--- src/rtl/core_ctrl_pkg.sv ---
// core_ctrl_pkg
// Shared definitions for the NPC core sequencer: state encodings, the default
// fetch/LSU watchdog limit, and a helper that identifies the handshake wait
// states that the optional watchdog (CORE_CTRL_TIMEOUT_EN) supervises.
package core_ctrl_pkg;

    typedef enum logic [2:0] {
        ST_RST   = 3'd0,
        ST_FETCH = 3'd1,
        ST_IWAIT = 3'd2,
        ST_EXEC  = 3'd3,
        ST_MREQ  = 3'd4,
        ST_MWAIT = 3'd5,
        ST_WB    = 3'd6,
        ST_HALT  = 3'd7
    } state_e;

    localparam int TIMEOUT_CYCLES_DEFAULT = 255;

    function automatic logic is_wait_state(state_e s);
        return (s == ST_FETCH) || (s == ST_IWAIT) || (s == ST_MREQ) || (s == ST_MWAIT);
    endfunction

endpackage

--- src/rtl/core_ctrl_if.sv ---
// core_ctrl_if
// Fetch and load/store handshake bundle between the core sequencer and the
// instruction memory / LSU.
//   master : the sequencer (drives request valids and response readies)
//   slave  : instruction memory + LSU (drive request readies and response valids)
interface core_ctrl_if;

    logic if_req_valid;
    logic if_req_ready;
    logic if_resp_valid;
    logic if_resp_ready;
    logic ls_req_valid;
    logic ls_req_ready;
    logic ls_resp_valid;
    logic ls_resp_ready;

    modport master (
        output if_req_valid,
        input  if_req_ready,
        input  if_resp_valid,
        output if_resp_ready,
        output ls_req_valid,
        input  ls_req_ready,
        input  ls_resp_valid,
        output ls_resp_ready
    );

    modport slave (
        input  if_req_valid,
        output if_req_ready,
        output if_resp_valid,
        input  if_resp_ready,
        input  ls_req_valid,
        output ls_req_ready,
        output ls_resp_valid,
        input  ls_resp_ready
    );

endinterface

--- src/rtl/bus_watchdog.sv ---
// bus_watchdog
// Counts consecutive cycles the sequencer spends in one handshake wait state
// and flags expiry on the LIMIT-th such cycle. Only built when
// CORE_CTRL_TIMEOUT_EN is defined; otherwise this file is empty.
// Ports:
//   clk, rst_n  core clock, async active-low reset
//   clear       first cycle of a newly entered state (count restarts here)
//   count_en    current state is a supervised wait state
//   expired     this cycle is the LIMIT-th cycle in the current wait state
`ifdef CORE_CTRL_TIMEOUT_EN
module bus_watchdog
    import core_ctrl_pkg::*;
#(
    parameter int LIMIT = TIMEOUT_CYCLES_DEFAULT
) (
    input  logic clk,
    input  logic rst_n,
    input  logic clear,
    input  logic count_en,
    output logic expired
);

    localparam int W = ($clog2(LIMIT + 1) > 8) ? $clog2(LIMIT + 1) : 8;

    logic [W-1:0] cnt;
    logic [W-1:0] cnt_eff;

    // cnt_eff = cycles already spent in this state before the current one
    assign cnt_eff = clear ? '0 : cnt;
    assign expired = count_en && (cnt_eff >= W'(LIMIT - 1));

    always_ff @(posedge clk or negedge rst_n) begin
        if (!rst_n) begin
            cnt <= '0;
        end else if (count_en) begin
            cnt <= cnt_eff + W'(1);
        end else begin
            cnt <= '0;
        end
    end

endmodule
`endif

--- src/rtl/core_ctrl.sv ---
// core_ctrl
// Multicycle sequencer for the NPC single-issue core. Walks each instruction
// through fetch, decode/execute, an optional LSU phase and writeback, and
// stops for good on ebreak.
// Ports:
//   clk, rst_n                  core clock, async active-low reset
//   bus (core_ctrl_if.master)   fetch and LSU handshakes
//   dec_*                       decoder outputs, sampled in EXEC
//   br_taken                    execute result for jumps/branches
//   inst_en                     instruction register load strobe
//   rf_wen, pc_wen, pc_sel_jump writeback strobes
//   halt                        sticky stop (ebreak or watchdog)
//   bus_err                     sticky watchdog expiry
//   retire_cnt                  retired-instruction counter, wraps
// Build option CORE_CTRL_TIMEOUT_EN: adds bus_watchdog, which sends the FSM to
// HALT with bus_err set after TIMEOUT_CYCLES cycles in one wait state.
// Without it bus_err stays 0 and waits are unbounded.
//
// state | meaning
// RST   | first cycle after reset release
// FETCH | fetch request raised, waiting for if_req_ready
// IWAIT | waiting for instruction word, loads IR on if_resp_valid
// EXEC  | decoder outputs valid, choose HALT / MREQ / WB
// MREQ  | LSU request raised, waiting for ls_req_ready
// MWAIT | waiting for LSU response
// WB    | one-cycle register/PC write, instruction retires
// HALT  | terminal, only reset leaves
module core_ctrl
    import core_ctrl_pkg::*;
#(
    parameter int DATA_LEN       = 32,
    parameter int TIMEOUT_CYCLES = TIMEOUT_CYCLES_DEFAULT
) (
    input  logic                clk,
    input  logic                rst_n,
    core_ctrl_if.master         bus,
    input  logic                dec_is_load,
    input  logic                dec_is_store,
    input  logic                dec_dest_wen,
    input  logic                dec_jump,
    input  logic                dec_ebreak,
    input  logic                br_taken,
    output logic                inst_en,
    output logic                rf_wen,
    output logic                pc_wen,
    output logic                pc_sel_jump,
    output logic                halt,
    output logic                bus_err,
    output logic [DATA_LEN-1:0] retire_cnt
);

    state_e state;
    logic   wd_clear;
    logic   wd_expired;

`ifdef CORE_CTRL_TIMEOUT_EN
    logic wd_count_en;

    assign wd_count_en = is_wait_state(state);

    bus_watchdog #(
        .LIMIT (TIMEOUT_CYCLES)
    ) u_bus_watchdog (
        .clk      (clk),
        .rst_n    (rst_n),
        .clear    (wd_clear),
        .count_en (wd_count_en),
        .expired  (wd_expired)
    );
`else
    logic unused_timeout;

    assign wd_expired     = 1'b0;
    assign unused_timeout = (TIMEOUT_CYCLES != 0) | wd_clear;
`endif

    // A completed handshake wins over a watchdog expiry in the same cycle.
    always_ff @(posedge clk or negedge rst_n) begin
        if (!rst_n) begin
            state      <= ST_RST;
            halt       <= 1'b0;
            bus_err    <= 1'b0;
            retire_cnt <= '0;
            wd_clear   <= 1'b0;
        end else begin
            wd_clear <= 1'b0;
            unique case (state)
                ST_RST: begin
                    state    <= ST_FETCH;
                    wd_clear <= 1'b1;
                end
                ST_FETCH: begin
                    if (bus.if_req_ready) begin
                        state    <= ST_IWAIT;
                        wd_clear <= 1'b1;
                    end else if (wd_expired) begin
                        state   <= ST_HALT;
                        halt    <= 1'b1;
                        bus_err <= 1'b1;
                    end
                end
                ST_IWAIT: begin
                    if (bus.if_resp_valid) begin
                        state <= ST_EXEC;
                    end else if (wd_expired) begin
                        state   <= ST_HALT;
                        halt    <= 1'b1;
                        bus_err <= 1'b1;
                    end
                end
                ST_EXEC: begin
                    if (dec_ebreak) begin
                        state      <= ST_HALT;
                        halt       <= 1'b1;
                        retire_cnt <= retire_cnt + DATA_LEN'(1);
                    end else if (dec_is_load || dec_is_store) begin
                        state    <= ST_MREQ;
                        wd_clear <= 1'b1;
                    end else begin
                        state <= ST_WB;
                    end
                end
                ST_MREQ: begin
                    if (bus.ls_req_ready) begin
                        state    <= ST_MWAIT;
                        wd_clear <= 1'b1;
                    end else if (wd_expired) begin
                        state   <= ST_HALT;
                        halt    <= 1'b1;
                        bus_err <= 1'b1;
                    end
                end
                ST_MWAIT: begin
                    if (bus.ls_resp_valid) begin
                        state <= ST_WB;
                    end else if (wd_expired) begin
                        state   <= ST_HALT;
                        halt    <= 1'b1;
                        bus_err <= 1'b1;
                    end
                end
                ST_WB: begin
                    state      <= ST_FETCH;
                    wd_clear   <= 1'b1;
                    retire_cnt <= retire_cnt + DATA_LEN'(1);
                end
                ST_HALT: begin
                    state <= ST_HALT;
                end
            endcase
        end
    end

    // Handshake outputs and strobes decode straight from the state register.
    assign bus.if_req_valid  = (state == ST_FETCH);
    assign bus.if_resp_ready = (state == ST_IWAIT);
    assign bus.ls_req_valid  = (state == ST_MREQ);
    assign bus.ls_resp_ready = (state == ST_MWAIT);

    assign inst_en     = (state == ST_IWAIT) && bus.if_resp_valid;
    assign pc_wen      = (state == ST_WB);
    assign rf_wen      = (state == ST_WB) && dec_dest_wen;
    assign pc_sel_jump = (state == ST_WB) && dec_jump && br_taken;

endmodule

--- src/flat_wrapper.sv ---
// flat-port wrapper written by rule: the top's interface ports become plain ports
module core_ctrl_flat import core_ctrl_pkg::*;
#(
    parameter int DATA_LEN       = 32,
    parameter int TIMEOUT_CYCLES = TIMEOUT_CYCLES_DEFAULT
)
  (clk, rst_n, dec_is_load, dec_is_store, dec_dest_wen, dec_jump, dec_ebreak, br_taken, inst_en, rf_wen, pc_wen, pc_sel_jump, halt, bus_err, retire_cnt, bus_if_req_valid, bus_if_req_ready, bus_if_resp_valid, bus_if_resp_ready, bus_ls_req_valid, bus_ls_req_ready, bus_ls_resp_valid, bus_ls_resp_ready);
  core_ctrl_if bus_i ();
  input  logic clk;
  input  logic rst_n;
  input  logic dec_is_load;
  input  logic dec_is_store;
  input  logic dec_dest_wen;
  input  logic dec_jump;
  input  logic dec_ebreak;
  input  logic br_taken;
  output logic inst_en;
  output logic rf_wen;
  output logic pc_wen;
  output logic pc_sel_jump;
  output logic halt;
  output logic bus_err;
  output logic [DATA_LEN-1:0] retire_cnt;
  output wire logic [$bits(bus_i.if_req_valid)-1:0] bus_if_req_valid;
  input wire logic [$bits(bus_i.if_req_ready)-1:0] bus_if_req_ready;
  input wire logic [$bits(bus_i.if_resp_valid)-1:0] bus_if_resp_valid;
  output wire logic [$bits(bus_i.if_resp_ready)-1:0] bus_if_resp_ready;
  output wire logic [$bits(bus_i.ls_req_valid)-1:0] bus_ls_req_valid;
  input wire logic [$bits(bus_i.ls_req_ready)-1:0] bus_ls_req_ready;
  input wire logic [$bits(bus_i.ls_resp_valid)-1:0] bus_ls_resp_valid;
  output wire logic [$bits(bus_i.ls_resp_ready)-1:0] bus_ls_resp_ready;
  assign bus_if_req_valid = bus_i.if_req_valid;
  assign bus_i.if_req_ready = bus_if_req_ready;
  assign bus_i.if_resp_valid = bus_if_resp_valid;
  assign bus_if_resp_ready = bus_i.if_resp_ready;
  assign bus_ls_req_valid = bus_i.ls_req_valid;
  assign bus_i.ls_req_ready = bus_ls_req_ready;
  assign bus_i.ls_resp_valid = bus_ls_resp_valid;
  assign bus_ls_resp_ready = bus_i.ls_resp_ready;
  core_ctrl #(.DATA_LEN(DATA_LEN), .TIMEOUT_CYCLES(TIMEOUT_CYCLES)) u_core (.clk(clk), .rst_n(rst_n), .bus(bus_i), .dec_is_load(dec_is_load), .dec_is_store(dec_is_store), .dec_dest_wen(dec_dest_wen), .dec_jump(dec_jump), .dec_ebreak(dec_ebreak), .br_taken(br_taken), .inst_en(inst_en), .rf_wen(rf_wen), .pc_wen(pc_wen), .pc_sel_jump(pc_sel_jump), .halt(halt), .bus_err(bus_err), .retire_cnt(retire_cnt));
endmodule
--- config.mk ---
export PLATFORM = sky130hd
export DESIGN_NAME = core_ctrl_flat
export DESIGN_NICKNAME = d
export VERILOG_FILES = /design/src/rtl/core_ctrl_pkg.sv /design/src/rtl/core_ctrl_if.sv /design/src/rtl/bus_watchdog.sv /design/src/rtl/core_ctrl.sv /design/src/flat_wrapper.sv
export SDC_FILE = /design/constraint.sdc
export NUM_CORES = 1
export LEC_CHECK = 0
export CAP_MARGIN = 10
export CORE_MARGIN = 1
export CORE_UTILIZATION = 42
export DETAILED_ROUTE_END_ITERATION = 7
export PLACE_DENSITY = 0.73
export SLEW_MARGIN = 10
export SYNTH_ARGS = -nofsm -noshare
export SYNTH_HDL_FRONTEND = slang
export SYNTH_HIERARCHICAL = 1
export SYNTH_SLANG_ARGS = --single-unit
--- constraint.sdc ---
create_clock -name clk -period 2.3 [get_ports clk]
set_clock_uncertainty 0.05 [all_clocks]
set_input_delay 0.69 -clock clk [delete_from_list [all_inputs] [get_ports clk]]
set_output_delay 0.69 -clock clk [all_outputs]
set_load 0.05 [all_outputs]
* After elaboration in Yosys (flattened, before gate mapping)
Cells that the tools add are included.
Word-level totals: bits in registers 36, input port bits 12, output and inout bits 42, word-level logic and storage cells 36
Cells by class: $add $sub $neg 1, equality and inequality tests 12, muxes and demuxes 9, reductions and logical operators 11
Operators with widths (count):
- 32-bit case mux with 2 select lines | 1
- 32-bit by 1-bit adder with 32-bit output, second input constant | 1
- 32-bit 2-to-1 mux | 1
- 3-bit case mux with 7 select lines | 1
- 3-bit 2-to-1 mux | 5
- 3-bit equality test, second input constant | 4
- 3-bit by 2-bit equality test with 1-bit output, second input constant | 2
- 2-bit inequality test, second input constant | 3
- 1-bit logical AND | 4
- 2-bit by 1-bit inequality test with 1-bit output, second input constant | 2
- 2-bit AND reduction | 2
- 4-bit AND reduction | 1
- 3-bit by 1-bit equality test with 1-bit output, second input constant | 1
- 3-bit zero test | 1
- 2-bit 2-to-1 mux | 1
- 2-bit nonzero test | 1
- 2-bit OR reduction | 1
- 1-bit logical OR | 1

* Depth between registers and ports, before layout
Gate-level depths: netlist (run 1).
depth in word-level cells 4, gate-level depth with buffers 6

* Worst setup path before layout (run 1)
Ideal clock, no wire load.
kind register to output, start point reg with a tool-made name, end point out inst_en, arrival time 1.825 ns, data required time 1.560 ns, setup slack -0.265 ns, stages on the path, launching flop included 4, path through dfrtp_1 > nand2b_1 > nor2_1 > and2_1
RTL lines:
- to (decl) | RTL line flat_wrapper.sv:17 | output logic inst_en;

* Worst setup path after layout (run 1)
start point reg u_core.retire_cnt[21], end point out retire_cnt[21]
RTL lines:
- from (decl) | RTL line core_ctrl.sv:49 | output logic [DATA_LEN-1:0] retire_cnt
- from (signal assigned) | RTL line core_ctrl.sv:115 | retire_cnt <= retire_cnt + DATA_LEN'(1);
- from (signal assigned) | RTL line core_ctrl.sv:145 | retire_cnt <= retire_cnt + DATA_LEN'(1);
- to (decl) | RTL line flat_wrapper.sv:23 | output logic [DATA_LEN-1:0] retire_cnt;
No word-level cell between the ends.

==> metrics.md, run 1 <==
| Metric | Value |
|---|---|
| Clk slew on worst S/H paths | 0.07 ns |
| Async set or reset register ratio after synthesis | 1.000 |
| Total routing usage reported by global routing | 0.1923 |
| Initial core utilization | 0.4440 |
| Final Hold Vio Count | 0 |
| Leakage power total | 1.243 nW |
| Endpoint arrival time on the critical path | 1.49 ns |
| Fraction of power spent switching nets | 0.3831 |
| PnR worst setup slack | 0.06718 ns |
| Summed instance area of the synthesized netlist | 0.001802 mm2 |
| Unrepaired setup endpoints after global routing | yes |
| Synth unique cells | 37 |
| Core outline area | 0.004058 mm2 |
| Cell Chain, Critical Path | clkdlybuf4s50_1 |
| Placed wire-length estimate | 2937 um |
| Worst setup slack after placement | -0.05770 ns |
| Post-layout nets | 246 |
| Overall die height | 67.50 um |
| Most area-hungry cell type in the Yosys netlist | dfrtp_1 |
| Post-route insts no fill | 284 |
| Type of the most critical hold path | flop to flop |
| Chip Width | 67.50 um |
| Final-layout setup total negative slack | 0 ns |
| Most numerous cell in the Yosys netlist | dfrtp_1 |
| Final worst path period need | 2.233 ns |
| Number of max-capacitance violations reported | 0 |
| TritonCTS buffer count | 5 |
| Maximum number of buffers from clock root to sink | 2 |
| Fmax | 447.9 MHz |
| Register-to-register setup slack | 0.47 ns |
| Maximum vdd drop | 0.0007966 V |
| Largest net degree at the start of global routing | 37 |
| Number of DRC markers after the initial detailed-route iteration | 117 |
| Setup CP Type | flop to output port |
| Synthesized netlist net count | 185 |
| Io pins | 54 |
| Total number of H-tree levels | 2 |
| Outcome | finished, final reports clean |
| Crit path capture type | output port |
| Clk Latency, worst-skew pair | 0.29 ns |
| Number of global-route vias before repair | 1,367 |
| Per-cell via count in the routed design | 5.229 |
| Post-DP Area | 0.002430 mm2 |
| Worst setup SP type | flop |
| Ranking of synthesized cells by area | dfrtp_1 (50%), xor2_1 (9.7%), xnor2_1 (5.3%), nand3_1 (3.6%), nor3_1 (3.3%) |
| Initial antenna violation count | 0 |
| Wire length of the first global-routing pass | 6472 um |
| Internal Power | 1.413 mW |
| Synthesized netlist cell count | 172 |
| Port Buffer Count | 52 |
| First-pass iteration count of the detailed router | 4 |
| Buffers and inverters on the worst path | 1 |
| Req. time, crit path | 1.56 ns |
| Warnings, synthesis | 6 |
| Die footprint | 0.004556 mm2 |
| Diode insertion count for antenna repair | 0 |
| Number of hold buffers added after CTS | 0 |
| Synth Register Bits | 36 |
| Synth top area share | 0.5000 |
| Remaining number of nets flagged by the antenna check after routing | 0 |
| Portion of total power attributed to the clock network | 0.241 |
| Remaining global-route overflow | 0 |
| Fraction of final layout cells with drive strength greater than 1 | 0.2650 |
| Max stage delay cell, worst path | clkdlybuf4s50_1 |
| Clock sinks | 36 |
| Sw power | 877.7 uW |
| Post-CTS Setup Bufs | 0 |
| Clock tree from TritonCTS | done |
| Design area | 0.002541 mm2 |
| Max-slew violation count | 0 |
| Layout overhead on the synthesized area | 41.04% |
| Most used DFF post-synth | dfrtp_1 |
| Post-CTS resize count | 0 |
| Final clock period utilization by the worst path | 0.9708 |
| Final weighted congestion in routability-driven placement | 0.7662 |
| Root buf cell | clkbuf_8 |
| Remaining max-slew budget at the tightest pin | 0.6677 |
| Number of endpoints failing setup at the final stage | 0 |
| Critical Path Max Stage Delay | 0.81 ns |
| Syn Area/Cell | 10.48 um2 |
| Most common library cells after synthesis | dfrtp_1 (36), xor2_1 (20), nand3_1 (13), nand2_1 (12), nor3_1 (12) |
| DRC errors left | 0 |
| EDFF count, synth | 0 |
| Kind of cell with the highest combined delay on the critical path | buffers and inverters |
| Count of filler cells inserted in the layout | 358 |
| FP Rows | 23 |
| Sequential area share after synthesis | 0.5000 |
| WL per Instance | 13.81 um |
| Via Count | 1,485 |
| Maximum fanout along the worst path | 4 |
| Worst slew pin tran | 0.4976 ns |
| Part of the power in registers | 0.361 |
| Pwr Density | 901.5 mW/mm2 |
| Number of placed cells counting well taps | 276 |
| Comb power frac | 0.398 |
| Total wirelength of the detailed-routed design | 3923 um |
## through the flow
| step | power, mW | hold slack (ns) | utilization |
|---|---|---|---|
| 5_1_grt | 2.408 | 0.4589 | 0.6263 |
| 3_5_place_dp | 1.752 | 0.4117 | 0.5988 |
| 3_3_place_gp | 1.745 | 0.4070 | 0.5988 |
| 6_report | 2.291 | 0.4162 | 0.6263 |
| 2_1_floorplan | 1.352 | 0.3444 | - |
| 4_1_cts | 2.299 | 0.4206 | 0.6253 |
## worst paths after layout
check / startpoint / end / depth (start not counted)
min reg2reg: u_core/retire_cnt[31] / u_core/retire_cnt[31] / 1
min: u_core/retire_cnt[31] / u_core/retire_cnt[31] / 1
min in group asynchronous: rst_n / u_core/retire_cnt[27] / 2
max reg2reg: u_core/retire_cnt[7] / u_core/retire_cnt[28] / 4
max in group asynchronous: rst_n / asynchronous set/reset pin / 2
max: u_core/retire_cnt[21] / retire_cnt[21] / 1
## metal layers
layer | vias up | track usage | routed length, um
met5 | - | 0 | 0
met3 | 4 | 0.06250 | 266
met2 | 52 | 0.2797 | 1774
met4 | 0 | 0.04787 | 39
li1 | 732 | - | -
met1 | 697 | 0.2728 | 1843
## flip-flops by register name, summed over array words and instances, names as in the netlist, named ones only
register,count
u_core/halt,1
u_core/retire_cnt,32
u_core/state,2
## kinds of logic (layout without fill, tap and decap cells)
family                   after synthesis  after routing  synth area share
XOR/XNOR                              31             31            0.1507
other                                  1              1          0.002081
flip-flops                            36             36            0.5000
AND/OR/NAND/NOR                       82             82            0.2681
multiplexers                           2              2           0.01181
adder cells (fa/ha/maj)                1              1          0.006943
buffers and inverters                 11             73           0.02847
AO/OA/AOI/OAI                          8              8           0.03195
## layout by cell type (no fill, tap or decap), types with 2 or more instances in the layout
master / n
nand2_1: 12
xnor2_1: 11
inv_1: 5
clkdlybuf4s50_1: 15
buf_4: 36
buf_12: 8
nor2_1: 8
nand4_1: 7
xor2_1: 20
and3_1: 5
o21ai_0: 2
and4_1: 5
clkbuf_8: 5
dfrtp_1: 35
nor3_1: 11
nor4_1: 6
nand3_1: 13
and2_1: 3
## final cells by class
type	instances	area (um2)	area share
Clock buffer	6	72.57	0.02856
Timing Repair Buffer	60	593.1	0.2334
Sequential cell	36	902.1	0.3550
Multi-Input combinational cell	125	857.1	0.3373
Clock inverter	2	35.03	0.01379
Inverter	5	18.77	0.007386
Tap cell	50	62.56	0.02462
## power groups by stage
| stage | clock network (mW) | registers (mW) | logic [mW] |
|---|---|---|---|
| floorplan | 0 | 0.966 | 0.386 |
| global placement | 0 | 0.834 | 0.911 |
| detailed placement | 0 | 0.835 | 0.918 |
| CTS | 0.554 | 0.824 | 0.921 |
| global route | 0.591 | 0.846 | 0.971 |
| finish | 0.552 | 0.827 | 0.913 |
Power figures use the tool's default switching activity.
==> run 2: changes to the inputs <==
--- a/config.mk
+++ b/config.mk
@@ -7,9 +7,9 @@
 export LEC_CHECK = 0
 export CAP_MARGIN = 10
 export CORE_MARGIN = 1
-export CORE_UTILIZATION = 42
+export CORE_UTILIZATION = 47
 export DETAILED_ROUTE_END_ITERATION = 7
-export PLACE_DENSITY = 0.73
+export PLACE_DENSITY = 0.8
 export SLEW_MARGIN = 10
 export SYNTH_ARGS = -nofsm -noshare
 export SYNTH_HDL_FRONTEND = slang
==> run 2 against run 1 <==
- die area shrank 10%
- final cell count fell by 0.70%
- hold slack about the same
- core utilization grew 6.4 points
- design area fell by 0.59%
- sequential power is essentially flat
- first-iteration DRC count is 35% lower
- worst setup slack got worse by 0.029 ns
- maximum frequency is 1.3% lower
- critical path depth stayed put
- via count up 1.5%
==> metrics.md, run 2 (synthesis gave the netlist of run 1 again) <==
| Metric | Value |
|---|---|
| Outcome | finished, final reports clean (unchanged) |
| Final weighted congestion in routability-driven placement | 0.8654 (was 0.7662) |
| Total routing usage reported by global routing | 0.2151 (was 0.1923) |
| Maximum vdd drop | 0.0008302 V (was 0.0007966 V) |
| Top reg by flops | u_core/retire_cnt (unchanged) |
| Internal Power | 1.325 mW (was 1.413 mW) |
| Crit path capture type | output port (unchanged) |
| Chip Width | 63.92 um (was 67.50 um) |
| Count of filler cells inserted in the layout | 300 (was 358) |
| WL met3 | 220 um (was 266 um) |
| Part of the power in registers | 0.376 (was 0.361) |
| M1 WL | 1663 um (was 1843 um) |
| Setup CP Type | flop to output port (unchanged) |
| Root buf cell | clkbuf_8 (unchanged) |
| Endpoint arrival time on the critical path | 1.52 ns (was 1.49 ns) |
| FP Rows | 22 (was 23) |
| Number of global-route vias before repair | 1,474 (was 1,367) |
| Post-layout nets | 246 (unchanged) |
| PnR worst setup slack | 0.03817 ns (was 0.06718 ns) |
| WL met2 | 1938 um (was 1774 um) |
| Fraction of final layout cells with drive strength greater than 1 | 0.2735 (was 0.2650) |
| Final Core Density | 0.6900 (was 0.6263) |
| Total wirelength of the detailed-routed design | 3875 um (was 3923 um) |
| Diode insertion count for antenna repair | 0 (unchanged) |
| Clock tree from TritonCTS | done (unchanged) |
| Initial core utilization | 0.4921 (was 0.4440) |
| Fraction of power spent switching nets | 0.3955 (was 0.3831) |
| Pwr Density | 867.4 mW/mm2 (was 901.5 mW/mm2) |
| Leakage power total | 1.222 nW (was 1.243 nW) |
| Worst setup SP type | flop (unchanged) |
| Final worst path period need | 2.262 ns (was 2.233 ns) |
| Remaining max-slew budget at the tightest pin | 0.6629 (was 0.6677) |
| Worst slew pin tran | 0.5038 ns (was 0.4976 ns) |
| Sw power | 866.7 uW (was 877.7 uW) |
| Wire length of the first global-routing pass | 6693 um (was 6472 um) |
| First-pass iteration count of the detailed router | 4 (unchanged) |
| Total number of H-tree levels | 2 (unchanged) |
| Comb power frac | 0.411 (was 0.398) |
| Number of max-capacitance violations reported | 0 (unchanged) |
| Kind of cell with the highest combined delay on the critical path | buffers and inverters (unchanged) |
| Overall die height | 63.92 um (was 67.50 um) |
| Power after layout | 2.191 mW (was 2.291 mW) |
| Core outline area | 0.003661 mm2 (was 0.004058 mm2) |
| Clk slew on worst S/H paths | 0.07 ns (about the same) |
| Number of DRC markers after the initial detailed-route iteration | 76 (was 117) |
| Via Count | 1,508 (was 1,485) |
| Clock sinks | 36 (unchanged) |
| Critical Path Max Stage Delay | 0.82 ns (was 0.81 ns) |
| Crit path from | u_core/retire_cnt[1] (was u_core/retire_cnt[21]) |
| DRC errors left | 0 (unchanged) |
| Clk Latency, worst-skew pair | 0.29 ns (about the same) |
| Number of placed cells counting well taps | 274 (was 276) |
| Remaining global-route overflow | 0 (unchanged) |
| Cell Chain, Critical Path | clkdlybuf4s50_1 (unchanged) |
| WL per Instance | 13.74 um (was 13.81 um) |
| Layout overhead on the synthesized area | 40.21% (was 41.04%) |
| Req. time, crit path | 1.56 ns (about the same) |
| Maximum number of buffers from clock root to sink | 2 (unchanged) |
| Final clock period utilization by the worst path | 0.9834 (was 0.9708) |
| Number of endpoints failing setup at the final stage | 0 (unchanged) |
| Post-route insts no fill | 282 (was 284) |
| Highest layer used for signal routing | met4 (unchanged) |
| Number of flip-flops under the largest register name | 32 (unchanged) |
| Per-cell via count in the routed design | 5.348 (was 5.229) |
| Critical register-to-register path startpoint | u_core/retire_cnt[0] (was u_core/retire_cnt[7]) |
| Unrepaired setup endpoints after global routing | no (was yes) |
| Io pins | 54 (unchanged) |
| Placed wire-length estimate | 2884 um (was 2937 um) |
| Remaining number of nets flagged by the antenna check after routing | 0 (unchanged) |
| Fmax | 442.1 MHz (was 447.9 MHz) |
| Biggest regs | u_core/retire_cnt (32), u_core/state (2), u_core/halt (1) (unchanged) |
| Maximum fanout along the worst path | 5 (was 4) |
| Initial antenna violation count | 0 (unchanged) |
| Portion of total power attributed to the clock network | 0.213 (was 0.241) |
| Final Hold Vio Count | 0 (unchanged) |
| Design area | 0.002526 mm2 (was 0.002541 mm2) |
| Post-DP Area | 0.002427 mm2 (was 0.002430 mm2) |
| Worst hold start | u_core/retire_cnt[31] (unchanged) |
| Port Buffer Count | 52 (unchanged) |
| Die footprint | 0.004085 mm2 (was 0.004556 mm2) |
| Max-slew violation count | 0 (unchanged) |
| Top library cells by usage in the layout, fill and taps aside | buf_4 (36), dfrtp_1 (35), xor2_1 (20) (unchanged) |
| Buffers and inverters on the worst path | 1 (unchanged) |
| Largest net degree at the start of global routing | 37 (unchanged) |
| Max stage delay cell, worst path | clkdlybuf4s50_1 (unchanged) |
| Most common library cell in the layout ignoring fill and taps | buf_4 (unchanged) |
| Type of the most critical hold path | flop to flop (unchanged) |
| Worst setup slack after placement | -0.08408 ns (was -0.05770 ns) |
| Number of hold buffers added after CTS | 0 (unchanged) |
| TritonCTS buffer count | 5 (unchanged) |
[run 2: power by group through the flow]
stage	clock (mW)	sequential [mW]	combinational, mW
detailed placement	0	0.831	0.900
global route	0.505	0.840	0.960
CTS	0.473	0.820	0.903
global placement	0	0.830	0.891
finish	0.467	0.824	0.900
floorplan	0	0.966	0.386
[run 2: timing repair]
action                                  CTS  global route
setup buffers                             0             0
hold endpoints to repair                  0             0
endpoints found under the setup margin    0             2
gates resized for setup                   0             3
[run 2: layout make-up]
type | instances | area (um2) | share of cell area
repair buffers | 60 | 590.6 | 0.2338
multi-input cells | 125 | 860.8 | 0.3408
inverters | 5 | 18.77 | 0.007429
clock buffers | 7 | 86.33 | 0.03418
clock inverters | 1 | 7.507 | 0.002972
flip-flops and latches | 36 | 902.1 | 0.3571
well taps | 48 | 60.06 | 0.02377
[run 2: through the flow]
stage / TNS (ns) / hold WS (ns)
global placement: -0.2554 / 0.4065
CTS: 0 / 0.4216
finish: 0 / 0.4157
floorplan: -0.02714 / 0.3444
detailed placement: -0.5170 / 0.4095
global route: 0 / 0.4292
[run 2: worst paths after layout]
kind | endpoint | slack (ns) | cells after the start
setup / recovery | retire_cnt[1] | 0.04 | 1
hold / removal | u_core/retire_cnt[31] | 0.42 | 1
setup reg to reg | u_core/retire_cnt[28] | 0.34 | 6
hold reg to reg | u_core/retire_cnt[31] | 0.42 | 1
max in group asynchronous | asynchronous set/reset pin | 1.08 | 2
min in group asynchronous | u_core/retire_cnt[28] | 0.76 | 2
[run 2: per-layer routing]
metal / track usage / up-vias
met3: 0.05714 / 6
met1: 0.2607 / 715
li1: - / 730
met5: 0 / -
met4: 0.07102 / 0
met2: 0.3684 / 57
==> run 3: changes to the inputs <==
--- a/config.mk
+++ b/config.mk
@@ -6,8 +6,10 @@
 export NUM_CORES = 1
 export LEC_CHECK = 0
 export CAP_MARGIN = 10
+export CORE_ASPECT_RATIO = 1.1
 export CORE_MARGIN = 1
 export CORE_UTILIZATION = 47
+export CTS_CLUSTER_SIZE = 12
 export DETAILED_ROUTE_END_ITERATION = 7
 export PLACE_DENSITY = 0.8
 export SLEW_MARGIN = 10
@@ -15,3 +17,4 @@
 export SYNTH_HDL_FRONTEND = slang
 export SYNTH_HIERARCHICAL = 1
 export SYNTH_SLANG_ARGS = --single-unit
+export TNS_END_PERCENT = 20
==> run 3 against run 2 <==
- core utilization up 1.4 points
- sequential share of layout area down 0.59 points
- worst setup slack better by 0.021 ns
- wire length up 1.2%
- via count up 1.4%
- highest routed layer unchanged
- largest cell class unchanged
==> metrics.md, run 3 (synthesis gave the netlist of run 1 again) <==
| Metric | Value |
|---|---|
| Root buf cell | clkbuf_8 (unchanged) |
| Fraction of final layout cells with drive strength greater than 1 | 0.2778 (was 0.2735) |
| Total wirelength of the detailed-routed design | 3921 um (was 3875 um) |
| Cell Chain, Critical Path | clkdlybuf4s50_1 (unchanged) |
| Remaining number of nets flagged by the antenna check after routing | 0 (unchanged) |
| Number of placed cells counting well taps | 276 (was 274) |
| Max-slew violation count | 0 (unchanged) |
| Final Core Density | 0.7039 (was 0.6900) |
| Number of endpoints failing setup at the final stage | 0 (unchanged) |
| Total routing usage reported by global routing | 0.2223 (was 0.2151) |
| Wire length of the first global-routing pass | 6555 um (was 6693 um) |
| Part of the power in registers | 0.344 (was 0.376) |
| Clk Latency, worst-skew pair | 0.29 ns (about the same) |
| Number of flip-flops under the largest register name | 32 (unchanged) |
| Io pins | 54 (unchanged) |
| Fraction of power spent switching nets | 0.3716 (was 0.3955) |
| Minimum hold slack | 0.4310 ns (was 0.4157 ns) |
| Number of max-capacitance violations reported | 0 (unchanged) |
| Clk slew on worst S/H paths | 0.07 ns (about the same) |
| Setup CP Type | flop to output port (unchanged) |
| Per-cell via count in the routed design | 5.384 (was 5.348) |
| Die footprint | 0.004085 mm2 (about the same) |
| Final worst path period need | 2.241 ns (was 2.262 ns) |
| Number of DRC markers after the initial detailed-route iteration | 78 (was 76) |
| Max stage delay cell, worst path | clkdlybuf4s50_1 (unchanged) |
| Worst setup SP type | flop (unchanged) |
| Maximum fanout along the worst path | 3 (was 5) |
| Initial core utilization | 0.4930 (was 0.4921) |
| Port Buffer Count | 52 (unchanged) |
| Initial antenna violation count | 0 (unchanged) |
| Placed wire-length estimate | 2923 um (was 2884 um) |
| Buffers and inverters on the worst path | 1 (unchanged) |
| WL met2 | 1912 um (was 1938 um) |
| Kind of cell with the highest combined delay on the critical path | buffers and inverters (unchanged) |
| TritonCTS buffer count | 5 (unchanged) |
| Final clock period utilization by the worst path | 0.9742 (was 0.9834) |
| WL per Instance | 13.81 um (was 13.74 um) |
| Chip Width | 61.04 um (was 63.92 um) |
| Final weighted congestion in routability-driven placement | 0.8282 (was 0.8654) |
| Crit path capture type | output port (unchanged) |
| Top library cells by usage in the layout, fill and taps aside | buf_4 (35), dfrtp_1 (34), xor2_1 (20) (was buf_4 (36), dfrtp_1 (35), xor2_1 (20)) |
| Clock sinks | 36 (unchanged) |
| Maximum vdd drop | 0.0006900 V (was 0.0008302 V) |
| Req. time, crit path | 1.56 ns (about the same) |
| Number of global-route vias before repair | 1,426 (was 1,474) |
| FP Rows | 23 (was 22) |
| Number of hold buffers added after CTS | 0 (unchanged) |
| Core outline area | 0.003655 mm2 (was 0.003661 mm2) |
| First-pass iteration count of the detailed router | 4 (unchanged) |
| Via Count | 1,529 (was 1,508) |
| Multi-input logic area | 865.8 um2 (was 860.8 um2) |
| Maximum number of buffers from clock root to sink | 2 (unchanged) |
| Highest layer used for signal routing | met4 (unchanged) |
| Pwr Density | 919.2 mW/mm2 (was 867.4 mW/mm2) |
| Leakage power total | 1.249 nW (was 1.222 nW) |
| Final Hold Vio Count | 0 (unchanged) |
| Overall die height | 66.94 um (was 63.92 um) |
| Clock tree from TritonCTS | done (unchanged) |
| Post-CTS Setup Bufs | 0 (unchanged) |
| Type of the most critical hold path | flop to flop (unchanged) |
| Endpoint arrival time on the critical path | 1.50 ns (was 1.52 ns) |
| Post-layout nets | 246 (unchanged) |
| DRC errors left | 0 (unchanged) |
| Diode insertion count for antenna repair | 0 (unchanged) |
| Top reg by flops | u_core/retire_cnt (unchanged) |
| WL met3 | 212 um (was 220 um) |
| Critical Path Max Stage Delay | 0.82 ns (about the same) |
| Layout overhead on the synthesized area | 42.78% (was 40.21%) |
| Most common library cell in the layout ignoring fill and taps | buf_4 (unchanged) |
| M1 WL | 1721 um (was 1663 um) |
| Internal Power | 1.486 mW (was 1.325 mW) |
| Sw power | 878.8 uW (was 866.7 uW) |
| Largest net degree at the start of global routing | 37 (unchanged) |
| Unrepaired setup endpoints after global routing | no (unchanged) |
| Post-route insts no fill | 284 (was 282) |
| Outcome | finished, final reports clean (unchanged) |
| Count of filler cells inserted in the layout | 284 (was 300) |
| Fmax | 446.3 MHz (was 442.1 MHz) |
| Remaining global-route overflow | 0 (unchanged) |
| Storage element area | 903.4 um2 (was 902.1 um2) |
| Comb power frac | 0.400 (was 0.411) |
| Total number of H-tree levels | 2 (unchanged) |
| Biggest regs | u_core/retire_cnt (32), u_core/state (2), u_core/halt (1) (unchanged) |
| Portion of total power attributed to the clock network | 0.256 (was 0.213) |
-- run 3: metrics by stage --
stage / total power, mW / TNS (ns) / worst slack [ns] / instance area (um2)
floorplan: 1.352 / -0.02714 / -0.02714 / 1809
global placement: 1.746 / -0.1129 / -0.03376 / 2432
detailed placement: 1.755 / -0.6121 / -0.09400 / 2432
CTS: 2.365 / 0 / 0.02441 / 2560
global route: 2.474 / 0 / 0.003455 / 2572
finish: 2.365 / 0 / 0.05928 / 2572
-- run 3: power groups by stage --
stage,Combinational (mW),Sequential (mW),Clock [mW]
finish,0.946,0.813,0.605
CTS,0.941,0.808,0.616
detailed placement,0.936,0.819,0
floorplan,0.386,0.966,0
global placement,0.928,0.818,0
global route,0.998,0.825,0.652
-- run 3: final timing paths --
| check | start | end | slack (ns) | cells after the start |
|---|---|---|---|---|
| worst max-delay path | u_core/retire_cnt[10] | retire_cnt[10] | 0.06 | 1 |
| worst min-delay path | u_core/retire_cnt[31] | u_core/retire_cnt[31] | 0.43 | 1 |
| worst max register to register | u_core/retire_cnt[7] | u_core/retire_cnt[28] | 0.46 | 4 |
| worst min register to register | u_core/retire_cnt[31] | u_core/retire_cnt[31] | 0.43 | 1 |
| max in group asynchronous | rst_n | asynchronous set/reset pin | 1.08 | 2 |
| min in group asynchronous | rst_n | u_core/retire_cnt[20] | 0.77 | 2 |
-- run 3: cell type report --
class                           count  share of cell area
Clock buffer                        7             0.03745
Clock inverter                      1             0.01167
Timing Repair Buffer               60              0.2315
Multi-Input combinational cell    125              0.3366
Sequential cell                    36              0.3512
Tap cell                           50             0.02432
Inverter                            5            0.007296
-- run 3: what timing repair did --
| action | 4_1_cts | 5_1_grt |
|---|---|---|
| gates cloned | 0 | 0 |
| endpoints found under the setup margin | 2 | 3 |
| resized for setup | 1 | 5 |
| pin swaps | 0 | 2 |
-- run 3: metal layers --
| metal | up-vias | GRT usage |
|---|---|---|
| met5 | - | 0 |
| met4 | 0 | 0.09091 |
| met3 | 7 | 0.06796 |
| met2 | 57 | 0.3465 |
| met1 | 729 | 0.2822 |
| li1 | 736 | - |
